==> config.mk <==
export PLATFORM = sky130hd
export DESIGN_NAME = onehot_sticky_tracker
export DESIGN_NICKNAME = d
export VERILOG_FILES = /design/src/rtl/onehot_sticky_tracker.sv
export SDC_FILE = /design/constraint.sdc
export NUM_CORES = 1
export LEC_CHECK = 0
export BUFFER_PORTS_ARGS = -buffer_cell sky130_fd_sc_hd__clkbuf_2
export CELL_PAD_IN_SITES_DETAIL_PLACEMENT = 1
export CELL_PAD_IN_SITES_GLOBAL_PLACEMENT = 2
export CORE_AREA = 2 2 133 148
export CTS_CLUSTER_SIZE = 10
export DETAILED_ROUTE_END_ITERATION = 10
export DIE_AREA = 0 0 135 150
export PLACE_DENSITY_LB_ADDON = 0.12
export SLEW_MARGIN = 20
export SYNTH_ARGS = -nofsm -noshare
export SYNTH_HDL_FRONTEND = slang
export SYNTH_SLANG_ARGS = --single-unit
==> constraint.sdc <==
create_clock -name clk -period 10.2 [get_ports clk]
set_clock_uncertainty 0.1 [all_clocks]
set_input_delay 2.04 -clock clk [delete_from_list [all_inputs] [get_ports clk]]
set_output_delay 2.04 -clock clk [all_outputs]
set_load 0.05 [all_outputs]
==> src/rtl/onehot_sticky_tracker.sv <==
// Sticky one-hot coverage accumulator with popcount, done flag, error pulses and round counter.
// Define ONEHOT_DUP_ERR_EN to flag legal hits that land on an already-set bit.
module onehot_sticky_tracker #(
  parameter int WIDTH = 64,
  parameter int CNT_W = $clog2(WIDTH + 1),
  parameter int ERR_W = 8,
  parameter int RND_W = 8
) (
  input  logic                     clk,
  input  logic                     rst,
  input  logic                     in_valid,
  output logic                     in_ready,
  input  logic [WIDTH-1:0]         in_data,
  input  logic                     clear,
  output logic [WIDTH-1:0]         latched,
  output logic [CNT_W-1:0]         count,
  output logic [$clog2(WIDTH)-1:0] last_idx,
  output logic                     done,
  output logic                     err_multi,
  output logic                     dup_err,
  output logic [ERR_W-1:0]         err_cnt,
  output logic [RND_W-1:0]         rounds
);

  localparam int LIDX_W = $clog2(WIDTH);

  typedef enum logic [1:0] {EMPTY, FILLING, FULL} state_t;

  state_t state, state_next;

  logic              legal;
  logic              hit_new;
  logic              take;
  logic              bad;
  logic              dup;
  logic [LIDX_W-1:0] hit_idx;

  function automatic logic [LIDX_W-1:0] onehot_index(input logic [WIDTH-1:0] v);
    logic [LIDX_W-1:0] idx;
    idx = '0;
    for (int unsigned i = 0; i < WIDTH; i++) begin
      if (v[i]) idx = LIDX_W'(i);
    end
    return idx;
  endfunction

  assign legal   = (|in_data) && !(|(in_data & (in_data - WIDTH'(1))));
  assign hit_new = |(in_data & ~latched);
  assign hit_idx = onehot_index(in_data);

  // clear suppresses both accepts and error reporting for the same cycle
  assign take = in_valid && in_ready && legal && !clear;
  assign bad  = in_valid && in_ready && !legal && !clear;

`ifdef ONEHOT_DUP_ERR_EN
  assign dup = take && !hit_new;
`else
  assign dup = 1'b0;
`endif

  always_ff @(posedge clk or posedge rst) begin
    if (rst) state <= EMPTY;
    else     state <= state_next;
  end

  always_comb begin
    state_next = state;
    case (state)
      EMPTY:   if (take) state_next = FILLING;
      FILLING: if (take && hit_new && count == CNT_W'(WIDTH - 1)) state_next = FULL;
      FULL:    state_next = FULL;
      default: state_next = EMPTY;
    endcase
    if (clear) state_next = EMPTY;
  end

  always_comb begin
    in_ready = (state != FULL);
  end

  always_ff @(posedge clk or posedge rst) begin
    if (rst) begin
      latched   <= '0;
      count     <= '0;
      last_idx  <= '0;
      done      <= 1'b0;
      err_multi <= 1'b0;
      dup_err   <= 1'b0;
      err_cnt   <= '0;
      rounds    <= '0;
    end else begin
      err_multi <= bad;
      dup_err   <= dup;
      done      <= (state_next == FULL);
      if ((bad || dup) && err_cnt != '1) err_cnt <= err_cnt + ERR_W'(1);
      if (state != FULL && state_next == FULL) rounds <= rounds + RND_W'(1);
      if (clear) begin
        latched  <= '0;
        count    <= '0;
        last_idx <= '0;
      end else if (take) begin
        latched  <= latched | in_data;
        last_idx <= hit_idx;
        if (hit_new) count <= count + CNT_W'(1);
      end
    end
  end

endmodule

After elaboration in Yosys (flattened, before gate mapping)
Index checks and enable logic that the tools add are counted.
Widths: inputs -> output; s select.

operators by class
  equality and inequality tests = 6
  $lt $le $gt $ge = 0
  $add $sub $neg = 4
  bitwise gates (word level) = 4
  mux-type cells = 74
  shift operators = 0
  $mul = 0
  divide/modulo/power cells = 0
  reduce and logical (&&, ||, !) cells = 20

operators by type and width
  operator               count
  $mux 6                 63
  $reduce_or 64->1       3
  $and 64x64->64         2
  $mux 64                2
  $not 64->64            1
  $or 64x64->64          1
  $sub 64x1->64 const B  1
  $mux 7                 3
  $add 8x1->8 const B    2
  $logic_and 1x1->1      10
  $mux 2                 4
  $ne 8x8->1 const B     1
  $add 7x1->7 const B    1
  $eq 7x6->1 const B     1
  $pmux 2 s3             1
  $eq 2x2->1 const B     2
  $reduce_bool 2->1      2
  $logic_not 1->1        3
  $eq 2x1->1 const B     1
  $logic_not 2->1        1
  $ne 2x2->1 const B     1
  $reduce_and 2->1       1
  $mux 1                 1

word-level totals
  bits in latches = 0
  flip-flop bits (word level) = 97
  memories kept = 0
  RAM bits = 0
  memory bits (read-only) = 0
  logic and storage cells = 116
  output and inout bits = 97

Logic depth before layout (Yosys ltp)
Gate-level depths: netlist of run 1.

  depth in word-level cells = 65
  depth in mapped cells = 13
  mapped depth without buffers = 9

Least setup slack after synthesis of run 1
OpenSTA, ideal clock, no wires.

  kind = input-to-reg
  from = input port in_data[5]
  to = register last_idx[1]
  arrival = 4.959 ns
  slack = 5.020 ns
  required time = 9.979 ns
  stages on the path = 10
  path through = buf_2 nor4_4 nand4_2 or3_4 o32a_1 nor4_4 nand4_4 nor3_4 a31oi_2 a22o_1

on the way
  cells in the longest elaborated chain, start to end = 61

ends and longest elaborated chain
  item                    RTL line  RTL
  start: declaration      13        input logic [WIDTH-1:0] in_data,
  $mux 6 (59 in a row)    42        if (v[i]) idx = LIDX_W'(i);
  $mux 6                  101       end else if (take) begin
  $mux 6                  97        if (clear) begin
  end signal: assignment  103       last_idx <= hit_idx;
  end: declaration        17        output logic [$clog2(WIDTH)-1:0] last_idx,

Parallel ways exist; a longest one is shown, timed or not. The select of a mux whose other input is x is not followed.
A chain may end at the register's enable or synchronous reset.

Final worst setup path of run 1
  from = input port in_data[2]
  to = register rounds[1]

on the way
  cells in the longest elaborated chain, start to end = 14

ends and longest elaborated chain
  item                            RTL line  RTL
  $sub 64x1->64                   47        assign legal = (|in_data) && !(|(in_data & (in_data - WIDTH'(1))));
  $and 64x64->64                  47
  $reduce_or 64->1                47
  $logic_not 1->1                 47
  $logic_and 1x1->1               47
  $logic_and 1x1->1 (2 in a row)  52        assign take = in_valid && in_ready && legal && !clear;
  $logic_and 1x1->1 (2 in a row)  70        FILLING: if (take && hit_new && count == CNT_W'(WIDTH - 1)) state_next = FULL;
  $mux 2                          70
  $pmux 2 s3 *                    68        case (state)
  $mux 2 *                        74        if (clear) state_next = EMPTY;
  $eq 2x2->1 *                    96        if (state != FULL && state_next == FULL) rounds <= rounds + RND_W'(1);
  $logic_and 1x1->1 *             96
  end signal: assignment          96
  end: declaration                22        output logic [RND_W-1:0] rounds

Every way passes the cells marked *; elsewhere a longest branch is shown, timed or not.

==> flow_metrics.env, run 1 <==
export IMPL_route_met3_wl_microns=872
export IMPL_crit_path_max_fanout=43
export IMPL_highest_layer="met4"
export IMPL_ys_ff_latch=97
export IMPL_htree_levels=3
export IMPL_fillers=2342
export IMPL_grt_pass1_vias=6498
export IMPL_rsz0062_at_grt="false"
export IMPL_io_buffer_count=163
export IMPL_crit_path_end_kind="register"
export IMPL_tritoncts="built"
export IMPL_die_h_microns=150
export IMPL_tightest_slew_ns=1.114
export IMPL_maxSlewHeadroom_pct=25.04
export IMPL_rows=53
export IMPL_max_stage_delay_ns=0.73
export IMPL_synth_cell_types=70
export IMPL_synth_async_reset_ratio_pct=100.0
export IMPL_wire_per_inst_microns=22.92
export IMPL_cts_sinks=97
export IMPL_synthTopCellsByArea="dfrtp_1 40%, o21ai_0 6.4%, inv_1 6.4%"
export IMPL_grt_pass1_wl_mm=39.14
export IMPL_drt_iter0_drc=255
export IMPL_holdBufCountCts=0
export IMPL_crit_type="in2reg"
export IMPL_via_count=6288
export IMPL_period_share_pct=60.93
export IMPL_cts_buffers=9
export IMPL_hold_slack_ns=0.3607
export IMPL_drt_first_pass_iters=4
export IMPL_initial_utilization_pct=32.14
export IMPL_cp_start_kind="input pin"
export IMPL_synth_most_common_cell="inv_1"
export IMPL_die_w_microns=135
export IMPL_synth_area_leader_cell="dfrtp_1"
export IMPL_synth_commonest_cells="104 x inv_1, 97 x dfrtp_1, 79 x nand2_1"
export IMPL_dp_hpwl_mm=20.11
export IMPL_finalSetupViolCount=0
export IMPL_synthToLayoutAreaGrowth_pct=21.29
export IMPL_cp_top_family="simple AND/OR/NAND/NOR gates"
export IMPL_hold_class="reg2reg"
export IMPL_fin_crit_ns=6.215
export IMPL_cap_violations=0
export IMPL_ys_dominant_reg_cell="dfrtp_1"
export IMPL_via_per_inst=5.604
export IMPL_antenna_found_initial=0
export IMPL_ios=165
export IMPL_diodes=0
export IMPL_regArea_sq_um=2427
export IMPL_vdd_ir_drop_worst_mv=0.1154
export IMPL_synth_avg_cell_area_sq_um=8.304
export IMPL_synth_nets=800
export IMPL_cp_buffers_inverters=2
export IMPL_power_per_cell_area_nw_per_um2=127.7
export IMPL_clock_latency_ns=0.35
export IMPL_totalNegativeSetupSlack_ns=0
export IMPL_cp_arrival_ns=6.35
export IMPL_synth_edf_count=0
export IMPL_outcome="finished clean"
export IMPL_synth_warnings=0
export IMPL_gp_congestion=0.9554
export IMPL_ctsResizeCount=0
export IMPL_synth_area_sq_um=6053
export IMPL_fmax_mhz=160.9
export IMPL_cts_root_buf="clkbuf_16"
export IMPL_drv_slew=0
export IMPL_drc=0
export IMPL_nets=941
export IMPL_clockBufferDepth=2
export IMPL_drive_gt1_share_pct=23.77
export IMPL_dieArea_sq_um=20250
export IMPL_p_leak_uw=0.003230
export IMPL_core_region_area_sq_um=18830
export IMPL_ant_nets=0
export IMPL_wl_met2_mm=13.18
export IMPL_crit_chain="clkbuf_2, nor4_4, nand4_2, or3_4, o32a_1, nor4_4, nand4_4, nor3_4, buf_4, and2_1, mux2_1"
export IMPL_required_ns=10.33
export IMPL_synth_top_area_share_pct=40.10
export IMPL_syn_inst=729
export IMPL_crit_path_frequent_cell="nor4_4"
export IMPL_synth_yosys_seq_area_share_pct=40.10
export IMPL_wl_met1_mm=11.02
export IMPL_drt_total_wl_mm=25.72
export IMPL_clk_pin_slew_worst_paths_ns=0.07
export IMPL_post_cts_buffers=0
export IMPL_multi_input_area_sq_um=3070
export IMPL_grt_usage_pct=25.69
export IMPL_post_route_util_pct=38.98
export IMPL_grt_start_max_net_pins=78
export IMPL_slowest_stage="nand4_2"
export IMPL_finalHoldViolCount=0
export IMPL_grt_overflow_total=0
[routing by layer]
metal	GRT usage, %	up-vias
li1	-	2899
met1	31.43	3210
met2	46.17	144
met3	3.997	35
met4	8.177	0
met5	0	-
[stage by stage]
stage | instance area [sq um] | power (uW) | setup WS (ns) | std cells
floorplan | 6053 | 517.2 | 5.020 | 729
global placement | 7046 | 587.1 | 3.802 | 1106
detailed placement | 7046 | 590.6 | 3.646 | 1106
CTS | 7342 | 947.5 | 4.004 | 1122
global route | 7342 | 978.3 | 3.728 | 1122
finish | 7342 | 937.5 | 3.985 | 1122
[cell families after synthesis]
kind of cell / count (synthesis) / synth area share, %
DFF: 97 / 40.10
adders and majority gates: 5 / 0.9509
AOI/OAI and AO/OA: 208 / 22.49
buffers and inverters: 141 / 9.177
other: 1 / 0.06195
xor gates and xnor gates: 16 / 2.315
muxes: 5 / 0.9094
and+or+nand+nor: 256 / 24.00
[report_power, final]
group | internal, uW | switching [uW]
Clock | 192 | 164
Sequential | 395 | 14.4
Combinational | 42.6 | 129
Total | 630 | 308
[cell type report]
class / count / share of cell area [%]
multi-input cells: 491 / 41.82
flip-flops and latches: 97 / 33.06
repair buffers: 167 / 11.52
inverters: 104 / 5.351
well taps: 247 / 4.209
clock buffers: 10 / 3.119
clock inverters: 6 / 0.9202
[flip-flops by register name (all words and copies together), names as in the netlist]
name       cells
latched       64
err_cnt        8
rounds         8
count          7
last_idx       6
state          2
done           1
err_multi      1
[final timing paths]
kind                       slack, ns  depth (start not counted)       start          to
max                             3.99                         11  in_data[2]   rounds[1]
min                             0.36                          1    state[1]    state[0]
max reg2reg                     7.04                          8  latched[3]   rounds[1]
min reg2reg                     0.36                          1    state[1]    state[0]
max in group asynchronous       7.22                          3         rst  latched[2]
min in group asynchronous       1.66                          2         rst  err_cnt[5]
[cell usage in the layout, fill, tap and decap left out, drive strengths merged, types with 4 or more instances in the layout]
master / n
a221oi: 15
clkbuf: 173
and3: 6
nor3: 22
inv: 105
a211oi: 5
nand4b: 4
nand2: 79
o31ai: 8
nand3: 26
o41ai: 5
or4: 4
xor2: 7
buf: 4
nand2b: 5
nand4: 20
nor2: 39
nor4: 34
xnor2: 9
o22ai: 17
dfrtp: 97
o21ai: 87
or3: 8
mux2: 4
a21oi: 21
a22o: 7
(Power assumes the default switching activity.)
==> inputs of run 2 (changes only) <==
Settings changed: CORE_AREA 2 2 133 148 to 2 2 137 152, DIE_AREA 0 0 135 150 to 0 0 139 154.
Clock period 10.2 ns to 6.26 ns, I/O delays scaled along.
==> run 2 against run 1 <==
Sequential power rose by 63%. Setup slack lost 2.6 ns. Register-to-register slack lost 3.9 ns. Critical path depth stayed put. Clock power increased by 65%. Cell area increased by 0.56%. Cell count up 0.53%. Flip-flop and latch count is the same. Core utilization decreased by 1.6 points. Worst hold slack better by 0.013 ns. Count of clock-buffer cells in the layout grew 1.
==> flow_metrics.env, run 2 (synthesis results as in run 1) <==
export IMPL_outcome="finished clean"
export IMPL_grt_usage_pct=24.37
export IMPL_io_buffer_count=163
export IMPL_cts_buffers=9
export IMPL_grt_pass1_vias=6627
export IMPL_period_share_pct=77.09
export IMPL_slowest_stage="or3_4"
export IMPL_crit_chain="clkbuf_2, nor4_2, nand4_2, or3_4, o32a_1, nor4_4, nand4_4, nor3_4, buf_4, nand4_1, xnor2_1"
export IMPL_placed_cell_area_sq_um=7079
export IMPL_drt_iter0_drc=277
export IMPL_post_place_ws_ns=1.061
export IMPL_hold_depth=1
export IMPL_core_region_area_sq_um=19730
export IMPL_vdd_ir_drop_worst_mv=0.2039
export IMPL_die_w_microns=139
export IMPL_drt_total_wl_mm=26.09
export IMPL_crit_path_max_fanout=38
export IMPL_setup_slack_ns=1.434
export IMPL_clock_latency_ns=0.35
export IMPL_initial_utilization_pct=30.68
export IMPL_cp_arrival_ns=4.97
export IMPL_diodes=0
export IMPL_grt_pass1_wl_mm=40.46
export IMPL_cts_sinks=97
export IMPL_totalNegativeSetupSlack_ns=0
export IMPL_die_h_microns=154
export IMPL_htree_levels=3
export IMPL_finalSetupViolCount=0
export IMPL_clk_pin_slew_worst_paths_ns=0.07
export IMPL_tritoncts="built"
export IMPL_fmax_mhz=207.2
export IMPL_fillers=2424
export IMPL_hold_end="rounds[7]"
export IMPL_cap_violations=0
export IMPL_crit_type="in2reg"
export IMPL_grt_overflow_total=0
export IMPL_tightest_slew_ns=0.8827
export IMPL_nets=943
export IMPL_cp_top_family="simple AND/OR/NAND/NOR gates"
export IMPL_rr_endpoint="rounds[1]"
export IMPL_cts_root_buf="clkbuf_16"
export IMPL_via_count=6285
export IMPL_crit_path_end_kind="register"
export IMPL_drt_first_pass_iters=4
export IMPL_r2r_slack_ns=3.16
export IMPL_holdBufCountCts=0
export IMPL_ctsResizeCount=0
export IMPL_drc=0
export IMPL_grt_start_max_net_pins=78
export IMPL_antenna_found_initial=0
export IMPL_power_per_cell_area_nw_per_um2=208.5
export IMPL_top_regs="latched: 64 flops, err_cnt: 8 flops, rounds: 8 flops"
export IMPL_via_per_inst=5.572
export IMPL_drive_gt1_share_pct=23.97
export IMPL_mostFrequentLayoutCell="clkbuf_2"
export IMPL_largest_register="latched"
export IMPL_r2r_start="latched[38]"
export IMPL_fin_crit_ns=4.826
export IMPL_wire_per_inst_microns=23.13
export IMPL_rr_worst_depth=8
export IMPL_ant_nets=0
export IMPL_cp_start_kind="input pin"
export IMPL_ios=165
export IMPL_max_stage_delay_ns=0.57
export IMPL_clockBufferDepth=2
export IMPL_gp_congestion=0.8838
export IMPL_synthToLayoutAreaGrowth_pct=21.97
export IMPL_dieArea_sq_um=21410
export IMPL_cp_buffers_inverters=2
export IMPL_cp_depth=11
export IMPL_finalHoldViolCount=0
export IMPL_final_cell_mix="163 x clkbuf_2, 103 x inv_1, 97 x dfrtp_1, 79 x nand2_1, 78 x o21ai_0"
export IMPL_fin_area_sq_um=7383
export IMPL_hold_class="reg2reg"
export IMPL_rows=54
export IMPL_rsz0062_at_grt="false"
export IMPL_drv_slew=0
export IMPL_post_cts_buffers=0
export IMPL_required_ns=6.40
export IMPL_p_leak_uw=0.003251
export IMPL_dp_hpwl_mm=20.44
export IMPL_min_delay_start="rounds[7]"
export IMPL_largest_reg_flops=64
export IMPL_maxSlewHeadroom_pct=40.61
==> run 2: cell types whose count changed in the layout (fill, tap and decap cells not counted) <==
| cell | before | now |
|---|---|---|
| buf_4 | 4 | 5 |
| buf_12 | 0 | 1 |
| clkbuf_8 | 0 | 2 |
| clkbuf_1 | 1 | 0 |
| clkinv_4 | 1 | 0 |
| clkinvlp_4 | 2 | 1 |
==> run 2: where the power goes <==
part           internal (uW)  leakage, uW  switching (uW)  total (uW)
clock network            331     0.000148             258         589
logic                   69.1      0.00176             214         283
registers                645      0.00135            23.6         668
total                   1040      0.00325             495        1540
==> run 2: routing by layer <==
layer / up-vias / GRT usage [%] / share of wire [%]
met4: 0 / 9.331 / 3.5
li1: 2905 / - / -
met2: 205 / 41.90 / 49
met1: 3137 / 30.70 / 43
met3: 38 / 4.017 / 4.6
met5: - / 0 / 0
==> run 2: worst max-delay path by stage <==
stage	startpoint	end	slack (ns)
after floorplan	in_data[5]	last_idx[1]	1.87
after global placement	in_data[23]	rounds[7]	1.17
after detailed placement	in_data[23]	rounds[7]	1.06
after CTS	in_data[23]	rounds[7]	1.44
after global routing	in_data[23]	rounds[6]	1.18
final	in_data[23]	rounds[7]	1.43
==> run 2: stage by stage <==
stage | power (uW) | hold WS [ns] | util [%] | std cells
after floorplan | 842.7 | 0.3326 | - | 729
after global routing | 1602 | 0.3884 | 37.42 | 1128
final | 1540 | 0.3735 | 37.42 | 1128
after detailed placement | 963.7 | 0.3666 | 35.88 | 1113
after global placement | 958.7 | 0.3479 | 35.88 | 1113
after CTS | 1557 | 0.3770 | 37.42 | 1128
==> run 2: worst register-to-register path, stage by stage (launching register included) <==
cell and delay (ns):
dfrtp_1 0.38, o22ai_1 0.18, a221oi_1 0.64, nand4_1 0.23
or4_1 0.58, nand4_1 0.19, nor2_1 0.14, and2_1 0.23
mux2_1 0.32
==> run 2: area by class of cell <==
cell class	count	area, sq um	share of cell area, %
inverters	104	392.9	5.321
well taps	252	315.3	4.270
multi-input cells	491	3070	41.59
flip-flops and latches	97	2427	32.88
repair buffers	169	873.3	11.83
clock buffers	11	252.7	3.423
clock inverters	4	51.30	0.6948
